--- config.mk ---
export PLATFORM = sky130hd
export DESIGN_NAME = axi_slave_write_ctrl
export DESIGN_NICKNAME = d
export VERILOG_FILES = /design/src/rtl/axi_slave_write_ctrl.sv
export SDC_FILE = /design/constraint.sdc
export NUM_CORES = 1
export LEC_CHECK = 0
export ABC_AREA = 1
export BUFFER_PORTS_ARGS = -buffer_cell sky130_fd_sc_hd__clkbuf_2
export CAP_MARGIN = 20
export CORE_MARGIN = 2
export CORE_UTILIZATION = 50
export CTS_CLUSTER_SIZE = 12
export DETAILED_ROUTE_END_ITERATION = 7
export GPL_ROUTABILITY_DRIVEN = 0
export MAX_ROUTING_LAYER = met4
export PLACE_DENSITY = 0.79
export RECOVER_POWER = 100
export SKIP_LAST_GASP = 1
export SYNTH_ARGS = -nofsm -noshare
export SYNTH_HDL_FRONTEND = slang
export SYNTH_SLANG_ARGS = --single-unit
export TNS_END_PERCENT = 10
--- constraint.sdc ---
create_clock -name clk -period 3.3 [get_ports clk]
set_input_delay 0.165 -clock clk [delete_from_list [all_inputs] [get_ports clk]]
set_output_delay 0.165 -clock clk [all_outputs]
set_load 0.1 [all_outputs]
--- src/rtl/axi_slave_write_ctrl.sv ---
// axi_slave_write_ctrl
//   AXI4 slave write-channel controller. Accepts one burst at a time on AW,
//   generates per-beat memory addresses for FIXED/INCR/WRAP bursts, forwards
//   W beats to a local memory write port under write_ready backpressure, and
//   returns a B response carrying the captured ID and OKAY/SLVERR.
//
// Ports
//   clk, rst            : clock (rising edge), asynchronous active-high reset
//   s_axi_aresetn       : AXI soft reset, active-low, sampled on clk
//   s_axi_aw*           : write address channel (slave side)
//   s_axi_w*            : write data channel (slave side)
//   s_axi_b*            : write response channel (slave side)
//   write_ready         : memory can take a beat this cycle
//   mem_w*              : memory write port (combinational from W inputs)
//   tx_wactive/tx_bwait : status, data phase / response pending
//   tx_beat             : beats accepted in the current burst (saturating)
module axi_slave_write_ctrl #(
  parameter int ADDR_W = 32,
  parameter int DATA_W = 32,
  parameter int ID_W   = 12
) (
  input  logic                clk,
  input  logic                rst,
  input  logic                s_axi_aresetn,
  input  logic [ID_W-1:0]     s_axi_awid,
  input  logic [ADDR_W-1:0]   s_axi_awaddr,
  input  logic [7:0]          s_axi_awlen,
  input  logic [2:0]          s_axi_awsize,
  input  logic [1:0]          s_axi_awburst,
  input  logic                s_axi_awvalid,
  output logic                s_axi_awready,
  input  logic [DATA_W-1:0]   s_axi_wdata,
  input  logic [DATA_W/8-1:0] s_axi_wstrb,
  input  logic                s_axi_wlast,
  input  logic                s_axi_wvalid,
  output logic                s_axi_wready,
  output logic [ID_W-1:0]     s_axi_bid,
  output logic [1:0]          s_axi_bresp,
  output logic                s_axi_bvalid,
  input  logic                s_axi_bready,
  input  logic                write_ready,
  output logic                mem_wen,
  output logic [ADDR_W-1:0]   mem_waddr,
  output logic [DATA_W-1:0]   mem_wdata,
  output logic [DATA_W/8-1:0] mem_wstrb,
  output logic                tx_wactive,
  output logic                tx_bwait,
  output logic [7:0]          tx_beat
);

  localparam int STRB_W = DATA_W / 8;
  // Largest legal awsize for this data width (log2 of bytes per beat).
  localparam logic [2:0] SIZE_MAX = 3'($clog2(STRB_W));

  typedef enum logic [1:0] {IDLE = 2'd0, DATA = 2'd1, RESP = 2'd2} state_t;

  state_t            state_q, state_d;
  logic [ADDR_W-1:0] addr_q, addr_d;
  logic [7:0]        len_q, len_d;
  logic [2:0]        size_q, size_d;
  logic [1:0]        burst_q, burst_d;
  logic              aw_err_q, aw_err_d;
  logic              wlast_err_q, wlast_err_d;
  logic [ID_W-1:0]   bid_q, bid_d;
  logic [1:0]        bresp_q, bresp_d;
  logic [7:0]        beat_q, beat_d;

  // Decode checks on the AW channel, evaluated at capture time.
  logic [ADDR_W-1:0] aw_size_mask;
  logic              size_err, wrap_err, aw_err_now;

  assign aw_size_mask = (ADDR_W'(1) << s_axi_awsize) - ADDR_W'(1);
  assign size_err     = (s_axi_awsize > SIZE_MAX);
  assign wrap_err     = (s_axi_awburst == 2'b10) &&
                        (!(s_axi_awlen inside {8'd1, 8'd3, 8'd7, 8'd15}) ||
                         (|(s_axi_awaddr & aw_size_mask)));
  assign aw_err_now   = (s_axi_awburst == 2'b11) || size_err || wrap_err;

  // Beat bookkeeping.
  logic beat_acc, last_beat, wlast_bad;
  assign beat_acc  = (state_q == DATA) && s_axi_wvalid && write_ready;
  assign last_beat = (beat_q == len_q);
  // wlast must be high exactly on the beat that the count says is final.
  assign wlast_bad = (s_axi_wlast != last_beat);

  // Next address for the beat after the current one.
  logic [ADDR_W-1:0] step, wrap_bytes, wrap_mask, addr_incr, addr_next;
  assign step       = ADDR_W'(1) << size_q;
  assign wrap_bytes = (ADDR_W'(len_q) + ADDR_W'(1)) << size_q;
  assign wrap_mask  = wrap_bytes - ADDR_W'(1);
  assign addr_incr  = addr_q + step;

  always_comb begin
    case (burst_q)
      2'b00:   addr_next = addr_q;
      2'b10:   addr_next = (addr_q & ~wrap_mask) | (addr_incr & wrap_mask);
      default: addr_next = addr_incr;  // INCR and reserved type
    endcase
  end

  // State register (plus captured burst context). Soft reset wins over
  // every transition and silently abandons any burst in flight.
  always_ff @(posedge clk or posedge rst) begin
    if (rst) begin
      state_q     <= IDLE;
      addr_q      <= '0;
      len_q       <= '0;
      size_q      <= '0;
      burst_q     <= '0;
      aw_err_q    <= 1'b0;
      wlast_err_q <= 1'b0;
      bid_q       <= '0;
      bresp_q     <= '0;
      beat_q      <= '0;
    end else if (!s_axi_aresetn) begin
      state_q     <= IDLE;
      addr_q      <= '0;
      len_q       <= '0;
      size_q      <= '0;
      burst_q     <= '0;
      aw_err_q    <= 1'b0;
      wlast_err_q <= 1'b0;
      bid_q       <= '0;
      bresp_q     <= '0;
      beat_q      <= '0;
    end else begin
      state_q     <= state_d;
      addr_q      <= addr_d;
      len_q       <= len_d;
      size_q      <= size_d;
      burst_q     <= burst_d;
      aw_err_q    <= aw_err_d;
      wlast_err_q <= wlast_err_d;
      bid_q       <= bid_d;
      bresp_q     <= bresp_d;
      beat_q      <= beat_d;
    end
  end

  // Next-state logic.
  always_comb begin
    state_d     = state_q;
    addr_d      = addr_q;
    len_d       = len_q;
    size_d      = size_q;
    burst_d     = burst_q;
    aw_err_d    = aw_err_q;
    wlast_err_d = wlast_err_q;
    bid_d       = bid_q;
    bresp_d     = bresp_q;
    beat_d      = beat_q;
    case (state_q)
      IDLE: begin
        if (s_axi_awvalid) begin
          state_d     = DATA;
          addr_d      = s_axi_awaddr;
          len_d       = s_axi_awlen;
          size_d      = s_axi_awsize;
          burst_d     = s_axi_awburst;
          aw_err_d    = aw_err_now;
          wlast_err_d = 1'b0;
          bid_d       = s_axi_awid;
          beat_d      = 8'd0;
        end
      end
      DATA: begin
        if (beat_acc) begin
          if (beat_q != 8'hFF) beat_d = beat_q + 8'd1;
          addr_d = addr_next;
          if (wlast_bad) wlast_err_d = 1'b1;
          if (last_beat) begin
            state_d = RESP;
            // Include the final beat's own wlast check, not yet registered.
            bresp_d = (aw_err_q || wlast_err_q || wlast_bad) ? 2'b10 : 2'b00;
          end
        end
      end
      RESP: begin
        if (s_axi_bready) begin
          state_d = IDLE;
          bresp_d = 2'b00;
        end
      end
      default: state_d = IDLE;
    endcase
  end

  // Output logic.
  always_comb begin
    s_axi_awready = (state_q == IDLE);
    tx_wactive    = (state_q == DATA);
    tx_bwait      = (state_q == RESP);
    s_axi_bvalid  = (state_q == RESP);
    s_axi_wready  = (state_q == DATA) && write_ready;
    mem_wen       = beat_acc && !aw_err_q;
    mem_waddr     = addr_q;
    mem_wdata     = s_axi_wdata;
    mem_wstrb     = s_axi_wstrb;
    s_axi_bid     = bid_q;
    s_axi_bresp   = bresp_q;
    tx_beat       = beat_q;
  end

endmodule

Word level (Yosys, flattened, before mapping)
Cells that the tools add are included.
{ "word_totals": {"input_bits": 101, "reg_bits": 71, "elab_cells": 110} }
{ "classes": {"order_cmp": 1, "shifts": 3, "n_eq_ne": 23, "n_reduce_logical": 22, "n_bitwise": 5, "n_addsub": 5, "muxes": 41} }
{ "ops": {"columns": ["op", "n"], "rows": [
  ["$pmux 32 s2", 2],
  ["$and 32x32->32", 3],
  ["$mux 32", 3],
  ["$shl 1x3->32 const A", 2],
  ["$mux 8", 7],
  ["$mux 12", 3],
  ["$add 32x32->32", 1],
  ["$not 32->32", 1],
  ["$or 32x32->32", 1],
  ["$reduce_or 32->1", 1],
  ["$shl 9x3->32", 1],
  ["$sub 32x1->32 const B", 1],
  ["$sub 32x2->32 const B", 1],
  ["$mux 2", 12],
  ["$reduce_and 4->1", 5],
  ["$pmux 8 s2", 1],
  ["$ne 3x2->1 const B", 5],
  ["$add 8x1->9 const B", 1],
  ["$mux 3", 3],
  ["$add 8x1->8 const B", 1],
  ["$eq 2x2->1 const B", 4],
  ["$eq 8x1->1 const B", 1],
  ["$eq 8x2->1 const B", 1],
  ["$eq 8x3->1 const B", 1],
  ["other kinds (19)", 38]
]} }

Depth between registers and ports, before layout
Gate-level depths: netlist of run 1.
{ "logic_depth": {"word_depth": 10, "ltp_mapped": 23, "depth_no_buf": 21} }

Worst setup path after synthesis of run 1
OpenSTA, ideal clock, no wires.
{ "synth_path": {"path_type": "register to register", "start": "reg state_q[1]", "end": "reg bid_q[0] (netlist: s_axi_bid[0])", "required_ns": 3.231, "arrival_ns": 3.067, "period_less_slack_ns": 3.136, "path_stages_with_launch": 8, "slack_ns": 0.164, "setup_ns": 0.069, "path_cell_list": "dfrtp_1 > nor2_1 > nand2_1 > nor2_1 > clkbuf_1 > clkbuf_1 > nand2_1 > nand2_1"} }
{ "synth_via": {"elab_chain_len": 3} }
{ "synth_rtl": {"columns": ["item", "line_no", "text"], "rows": [
  ["from (decl)", "57", "state_t state_q, state_d;"],
  ["from (signal assigned)", "127", "state_q <= state_d;"],
  ["$logic_not 2->1", null, null],
  ["via s_axi_awready", "31", "output logic s_axi_awready,"],
  ["$ne 2x1->1 (no source line)", null, null],
  ["$reduce_and 2->1 (no source line)", null, null],
  ["to (signal assigned)", "134", "bid_q <= bid_d;"],
  ["to (decl)", "64", "logic [ID_W-1:0] bid_q, bid_d;"]
]} }
The timed path passes the listed nets, and every way through them passes these cells.
A chain may end at the register's enable or synchronous reset.

Worst setup path after layout of run 1
{ "layout_path": {"start": "reg len_q[1]", "end": "reg addr_q[31] (netlist: mem_waddr[31])"} }
{ "layout_via": {"elab_chain_len": 10, "elab_cells_between_ends": 11, "cone_classes": "add/sub (2); shift (1); mux (4); bitwise (4)"} }
{ "layout_rtl": {"columns": ["item", "line_no", "text"], "rows": [
  ["from (decl)", "59", "logic [7:0] len_q, len_d;"],
  ["from (signal assigned)", "129", "len_q <= len_d;"],
  ["$add 8x1->9 (*)", "89", "assign wrap_bytes = (ADDR_W'(len_q) + ADDR_W'(1)) << size_q;"],
  ["$shl 9x3->32 (*)", "89", null],
  ["$sub 32x1->32 (*)", "90", "assign wrap_mask = wrap_bytes - ADDR_W'(1);"],
  ["$not 32->32", "96", "2'b10: addr_next = (addr_q & ~wrap_mask) | (addr_incr & wrap_mask);"],
  ["$and 32x32->32", "96", null],
  ["$or 32x32->32 (*)", "96", null],
  ["$pmux 32 s2 (*)", "94", "case (burst_q)"],
  ["$mux 32 (*)", "167", "if (beat_acc) begin"],
  ["$pmux 32 s2 (*)", "152", "case (state_q)"],
  ["$mux 32 (*)", "115", "end else if (!s_axi_aresetn) begin"],
  ["to (signal assigned)", "128", "addr_q <= addr_d;"],
  ["to (decl)", "58", "logic [ADDR_W-1:0] addr_q, addr_d;"]
]} }
Every way passes the cells marked *; elsewhere a longest branch is shown, timed or not. The select of a mux whose other input is x is not followed.

==> results.cfg, run 1 <==
[status]
status = finished with violations
failed_checks = max-capacitance violations, max-slew violations

[synthesis]
syn_area_per_cell_um2 = 6.39
synthDistinctLibCells = 45
synthSimpleGateAreaFrac = 0.435
netlist_instances = 975
synth-edff-count = 0
synth_top_family_by_area = simple AND/OR/NAND/NOR gates
synth_commonest_cells = sky130_fd_sc_hd__nand2_1, sky130_fd_sc_hd__nand3_1, sky130_fd_sc_hd__nor2_1
synth_fa_ha_area_frac = 0.0293
synth.top_cells.by_area = sky130_fd_sc_hd__dfrtp_1, sky130_fd_sc_hd__nand2_1, sky130_fd_sc_hd__nand3_1
synth_compound_area_frac = 0.101
post_synthesis_sequential_element_count = 70
netlist.area_leader.share = 0.281
syn-cell-area_um2 = 6230
mappedNetlistNets = 1090
yosys.cell_count.top_type = sky130_fd_sc_hd__nand2_1
synth.mux.area_fraction = 0
synth-async-reset-ratio = 1.00
netlist.top_cell.by_area = sky130_fd_sc_hd__dfrtp_1
ys_seq_area_frac = 0.281
ys_warn_count = 0
dominantRegCellSynth = sky130_fd_sc_hd__dfrtp_1
synthesized_area_fraction_occupied_by_xor_and_xnor_cells = 0.0267

[finish]
design_area_um2 = 7050
post_route_cells_drive_above_1_share = 0.156
layout-area-overhead-vs-synth_pct = 13.2
multi_input_combinational_cell_area_um2 = 3750
finish.utilization = 0.585
combined_flip_flop_and_latch_cell_area_um2 = 1760
nNetsFinal = 1178
fillers = 1209
n_antenna_cell = 0

[critical_path]
timing.critical_path.required_ps = 3530
start_kind = register
timing.setup.critical_path_class = reg2reg
timing.critical_path.to_type = register
data_arrival_time_of_the_worst_path_ps = 3360
worst-path-max-fanout = 5

[routing]
route.vias.total = 6764
dr.first_iter.drc_count = 654
totalWireLength_um = 18300
drcViolationCount = 0
wire_length_per_cell_after_detailed_routing_um = 14.8
detail_route.first_pass.iterations = 7
antenna_violating_nets_post_route = 0
viasPerCell = 5.47

[cts]
clock_insertion_delay_at_the_later_pin_of_the_skew_report_ps = 340
cts.hold.buffers_added = 0
clk_transition_reported_paths_ps = 60
count_of_h_tree_levels_built_during_cts = 3
clk_root_buffer_cell = sky130_fd_sc_hd__clkbuf_16
cts-root-to-sink-buffers = 2
tritoncts = yes
cts_made_buffers = 9
cts.sinks = 70

[pwr]
leakagePower_uw = 0.00341
switching_share = 0.601
switchingPower_uw = 3840
max-vdd-ir-drop_mv = 0.614
combinationalPowerShare = 0.625
intPower_uw = 2550
cellPowerDensity_nw_per_um2 = 906
power.clock.fraction = 0.153
share_seq_of_total_power = 0.222

[place]
dpl_cell_area_um2 = 6700
half_perimeter_wire_length_of_the_detailed_placement_result_um = 13500
numPortBuffers = 123

[global_route]
initial_antenna_violation_count = 0
grt-ovfl-total = 0
grt_first_pass_wirelength_um = 29100
gr-usage-all-layers = 0.281
grt_pass1_vias = 6069
grt_start_max_net_pins = 58

[sta]
timing.final.max_slew_violations = 39
finalSetupViolations = 0
tightestPinTransition_ps = 1540
period_minus_slack_ps = 3130
max_slew_margin = -0.0289
final_min_period_over_clock_period = 0.950
hold_viol_final = 0
clock-skew-final_ps = 5.36
max_clock_freq_mhz = 319

[floorplanning]
fp.coreArea_um2 = 12100
num_io_pins = 197
num_rows = 40
start_util = 0.516
die_x_um = 116
floorplan.die.height_um = 116
die_area_um2 = 13400

[flow_run]
max_capacitance_violation_count = 1

[min_path]
worst_hold_path_type = in2reg
[layout by cell type, fill, tap and decap left out, drive strengths merged, types with 2 or more instances in the layout]
cell	n
o21ai	45
nor3	17
clkinvlp	2
nand2	333
o22ai	12
dfrtp	70
nand4	14
o211ai	8
or2	4
nor2	114
o21bai	2
xor2	12
nor4	5
inv	91
buf	19
a31o	3
ha	13
xnor2	7
clkbuf	138
a21oi	23
nor3b	3
a31oi	6
nand3b	9
nand3	109
[final timing paths]
kind | start | end | slack (ps) | cells past startpoint
min | s_axi_awid[2] | s_axi_bid[2] | 20 | 3
max in group asynchronous | rst | len_q[2] | 1280 | 3
max | len_q[1] | mem_waddr[31] | 170 | 20
min reg2reg | s_axi_bid[10] | s_axi_bid[10] | 510 | 2
min in group asynchronous | rst | mem_waddr[17] | 260 | 2
max reg2reg | len_q[1] | mem_waddr[31] | 170 | 20
[stage by stage]
step | setup TNS (ps) | hold WS, ps | cells | total power (µW) | setup slack [ps]
detailed placement | 0 | 331 | 1210 | 5340 | 41.2
finish | 0 | 16.0 | 1236 | 6390 | 166
floorplan | 0 | 275 | 975 | 4820 | 164
global route | -25.7 | 43.2 | 1236 | 6780 | -25.7
global placement | 0 | 331 | 1210 | 5290 | 72.0
CTS | 0 | 12.5 | 1226 | 6320 | 10.9
[metal layers]
metal,wire length [µm],share of wire,up-vias,track usage
met5,0,0,-,-
met4,358,0.020,0,0.0968
met3,1570,0.086,42,0.0486
met2,8260,0.45,304,0.418
met1,8070,0.44,3118,0.389
li1,-,-,3300,-
[cells by family after synthesis]
group	after synthesis
AOI/OAI and AO/OA	104
xor gates and xnor gates	19
adders and majority gates	14
buffers and inverters	159
DFF	70
other	1
and+or+nand+nor	608
[critical path, cell delays in order, from the launching register on]
cell and delay (ps):
sky130_fd_sc_hd__dfrtp_2 430, sky130_fd_sc_hd__buf_4 140, sky130_fd_sc_hd__nand2_1 80, sky130_fd_sc_hd__nor2_4 210, sky130_fd_sc_hd__nand2_2 100, sky130_fd_sc_hd__nand3_1 80, sky130_fd_sc_hd__nand3_1 90, sky130_fd_sc_hd__nand3_1 100
sky130_fd_sc_hd__nand2_2 100, sky130_fd_sc_hd__nor2_4 160, sky130_fd_sc_hd__nand3_4 100, sky130_fd_sc_hd__nor2_4 160, sky130_fd_sc_hd__nand3_2 100, sky130_fd_sc_hd__nor2_2 130, sky130_fd_sc_hd__ha_2 170, sky130_fd_sc_hd__nor2_1 50
sky130_fd_sc_hd__nor4_2 390, sky130_fd_sc_hd__nand2_1 120, sky130_fd_sc_hd__xnor2_1 150, sky130_fd_sc_hd__o21ai_1 120, sky130_fd_sc_hd__nand2_1 50
[flip-flops by register name, indices dropped and copies added, names as in the netlist]
name,count
burst_q,2
s_axi_bresp,1
wlast_err_q,1
mem_waddr,32
state_q,2
tx_beat,8
size_q,3
len_q,8
aw_err_q,1
s_axi_bid,12
[timing repair]
action / in CTS / in global routing
endpoints found under the setup margin: 0 / 2
resized for setup: 0 / 25
setup buffers: 0 / 10
[final cells by class]
type	instances	share of cell area
timing repair buffer	146	0.0992
clock inverter	5	0.00834
clock buffer	11	0.0330
multi-input combinational	746	0.532
inverter	90	0.0483
tap	168	0.0298
sequential	70	0.249
[power by group through the flow]
stage / registers (µW) / logic (µW) / clock network [µW]
detailed placement: 1410 / 3930 / 0
floorplan: 2620 / 2200 / 0
global route: 1450 / 4320 / 1010
finish: 1420 / 4000 / 980
CTS: 1400 / 3930 / 979
global placement: 1420 / 3880 / 0
(Power assumes the default switching activity.)
==> run 2, diff against run 1 <==
--- a/config.mk
+++ b/config.mk
@@ -9,7 +9,7 @@
 export BUFFER_PORTS_ARGS = -buffer_cell sky130_fd_sc_hd__clkbuf_2
 export CAP_MARGIN = 20
 export CORE_MARGIN = 2
-export CORE_UTILIZATION = 50
+export CORE_UTILIZATION = 48
 export CTS_CLUSTER_SIZE = 12
 export DETAILED_ROUTE_END_ITERATION = 7
 export GPL_ROUTABILITY_DRIVEN = 0
==> constraint.sdc (replaced) <==
create_clock -name clk -period 2.8 [get_ports clk]
set_input_delay 0.14 -clock clk [delete_from_list [all_inputs] [get_ports clk]]
set_output_delay 0.14 -clock clk [all_outputs]
set_load 0.1 [all_outputs]
==> run 2 against run 1 <==
- the run ends with max-capacitance violations, negative setup slack left
- critical path depth unchanged
- worst hold slack improved by 34 ps
- final cell count up 2.8%
- combinational power is 21% higher
- sequential power rose by 18%
- sequential cell count is the same
- register-to-register slack got worse by 210 ps
- routed wire length rose by 0.24%
- first-iteration DRC count down 9.0%
- worst setup slack got worse by 210 ps
- largest cell class unchanged
==> results.cfg, run 2 (synthesized netlist as in run 1, its figures left out) <==
[sta]
hold_viol_final = 0
max_slew_margin = 0.00331
tightestPinTransition_ps = 1490
tns_ps = -52.0
max_clock_freq_mhz = 352
rsz0062_at_grt = true
clock-skew-final_ps = 7.06
finalSetupViolations = 2
final_min_period_over_clock_period = 1.02
timing.final.max_slew_violations = 0
period_minus_slack_ps = 2840
setup_ws_ps = -42.7

[routing]
detail_route.first_pass.iterations = 6
viasPerCell = 5.39
route.vias.total = 6856
antenna_violating_nets_post_route = 0
wire_length_per_cell_after_detailed_routing_um = 14.4
dr.first_iter.drc_count = 595
totalWireLength_um = 18300
drcViolationCount = 0

[finish]
layout_commonest_cell = sky130_fd_sc_hd__nand2_1
nNetsFinal = 1209
layout.cells.non_filler = 1271
largest_reg_flops = 32
finish.utilization = 0.589
fillers = 1223
post_route_cells_drive_above_1_share = 0.185
layout-area-overhead-vs-synth_pct = 19.3
n_antenna_cell = 0
commonest_cells_after_routing_fill_and_taps_aside = sky130_fd_sc_hd__nand2_1, sky130_fd_sc_hd__nor2_1, sky130_fd_sc_hd__nand3_1, sky130_fd_sc_hd__inv_1, sky130_fd_sc_hd__dfrtp_1
design_area_um2 = 7430

[critical_path]
start_kind = register
r2r-start = len_q[1]
worst-path-max-fanout = 5
logic_depth_of_the_worst_setup_path_including_buffers = 20
worst_r2r_endpoint = mem_waddr[31]
timing.setup.critical_path_class = reg2reg
timing.critical_path.cells = buf_6 > nand2_2 > nor2_4 > nand2_2 > nand3_1 > nand3_2 > nand3_2 > nand2_2 > nor2_4 > nand3_4 > nor2_4 > nand3_2 > nor2_2 > ha_2 > nor2_1 > nor4_1 > nand2_1 > xnor2_1 > o21ai_1 > nand2_1
last_element_of_the_critical_path = mem_waddr[31]
timing.critical_path.required_ps = 3030
reg2reg_slack_ps = -40
crit_buf_inv = 1
startpoint = len_q[1]
cpPeakStageDelay_ps = 410
cpMaxStageDelayCell = sky130_fd_sc_hd__dfrtp_1
r2r_cells = 20
data_arrival_time_of_the_worst_path_ps = 3070
timing.critical_path.max_delay_family = simple AND/OR/NAND/NOR gates
timing.critical_path.to_type = register

[cts]
clk_transition_reported_paths_ps = 60
clock_insertion_delay_at_the_later_pin_of_the_skew_report_ps = 340
tritoncts = yes
cts_made_buffers = 9
cts.sinks = 70
cts-root-to-sink-buffers = 2
clk_root_buffer_cell = sky130_fd_sc_hd__clkbuf_16
count_of_h_tree_levels_built_during_cts = 3

[global_route]
grt_pass1_vias = 6272
grt_first_pass_wirelength_um = 30100
gr-usage-all-layers = 0.270
grt_start_max_net_pins = 58
initial_antenna_violation_count = 0
grt-ovfl-total = 0

[pwr]
leakagePower_uw = 0.00360
power_uw = 7710
max-vdd-ir-drop_mv = 0.705
cellPowerDensity_nw_per_um2 = 1040

[place]
numPortBuffers = 123
half_perimeter_wire_length_of_the_detailed_placement_result_um = 13400
dpl_cell_area_um2 = 6860
placedCellCount = 1232

[floorplanning]
die_area_um2 = 13900
floorplan.die.height_um = 118
num_rows = 41
num_io_pins = 197
start_util = 0.494
die_x_um = 118
fp.coreArea_um2 = 12600

[flow_run]
max_capacitance_violation_count = 1

[min_path]
worst_hold_path_type = in2reg
hold-path-cell-count = 3

[status]
status = finished with violations
failed_checks = max-capacitance violations, negative setup slack
==> run 2: changes by cell type in the layout (fill, tap and decap cells not counted), moves of 3 or more <==
cell / change
sky130_fd_sc_hd__buf_4: +16
sky130_fd_sc_hd__clkbuf_1: -5
sky130_fd_sc_hd__clkbuf_2: +3
sky130_fd_sc_hd__dfrtp_1: +3
sky130_fd_sc_hd__dfrtp_2: -3
sky130_fd_sc_hd__dlygate4sd3_1: +13
sky130_fd_sc_hd__nand3_1: -9
sky130_fd_sc_hd__nand3_2: +6
sky130_fd_sc_hd__nand3_4: +3
sky130_fd_sc_hd__o21ai_0: -3
sky130_fd_sc_hd__o21ai_1: +3
==> run 2: worst min-delay path: cells and delay by family <==
kind | cells | cell delay (ps)
buffers and inverters | 1 | 100
and+or+nand+nor | 2 | 110
==> run 2: worst min-delay path by stage <==
stage               slack, ps       endpoint            start
floorplan                 250       len_q[1]   s_axi_awlen[1]
global placement          280  mem_wdata[11]  s_axi_wdata[11]
detailed placement        280  mem_wdata[11]  s_axi_wdata[11]
CTS                        50       len_q[1]   s_axi_awlen[1]
global route               70       len_q[1]   s_axi_awlen[1]
finish                     50       len_q[1]   s_axi_awlen[1]
==> run 2: final cells by class <==
cell class,instances,area (µm²),area share
clock buffers,10,239,0.0321
clock inverters,6,68.8,0.00926
flip-flops and latches,70,1750,0.236
multi-input cells,746,3840,0.517
repair buffers,177,976,0.131
inverters,90,338,0.0454
well taps,172,215,0.0290
==> run 2: per-layer routing <==
| layer | track usage | up-vias | wire length [µm] |
|---|---|---|---|
| met5 | - | - | 0 |
| met3 | 0.0407 | 31 | 1360 |
| met1 | 0.363 | 3175 | 8120 |
| met2 | 0.416 | 283 | 8540 |
| li1 | - | 3367 | - |
| met4 | 0.0926 | 0 | 300 |
==> run 2: power breakdown <==
group | total [µW] | internal (µW) | switching [µW] | leakage, µW
sequential | 1670 | 1280 | 390 | 0.000929
combinational | 4850 | 1130 | 3710 | 0.00252
clock | 1190 | 720 | 472 | 0.000149
total | 7710 | 3130 | 4570 | 0.00360
==> run 2: per-stage QoR <==
stage	hold slack, ps	setup slack, ps
floorplan	250	-257
CTS	50.4	3.31
global route	67.5	-335
finish	49.5	-42.7
detailed placement	281	-27.2
global placement	281	87.3
==> run 2: repair_timing <==
action                                  4_1_cts  5_1_grt
setup buffers                                 0       10
endpoints found under the hold margin        48        0
endpoints found under the setup margin        2       19
pin swaps                                     0       20
gates resized for setup                       2       37
hold buffers                                 13        0
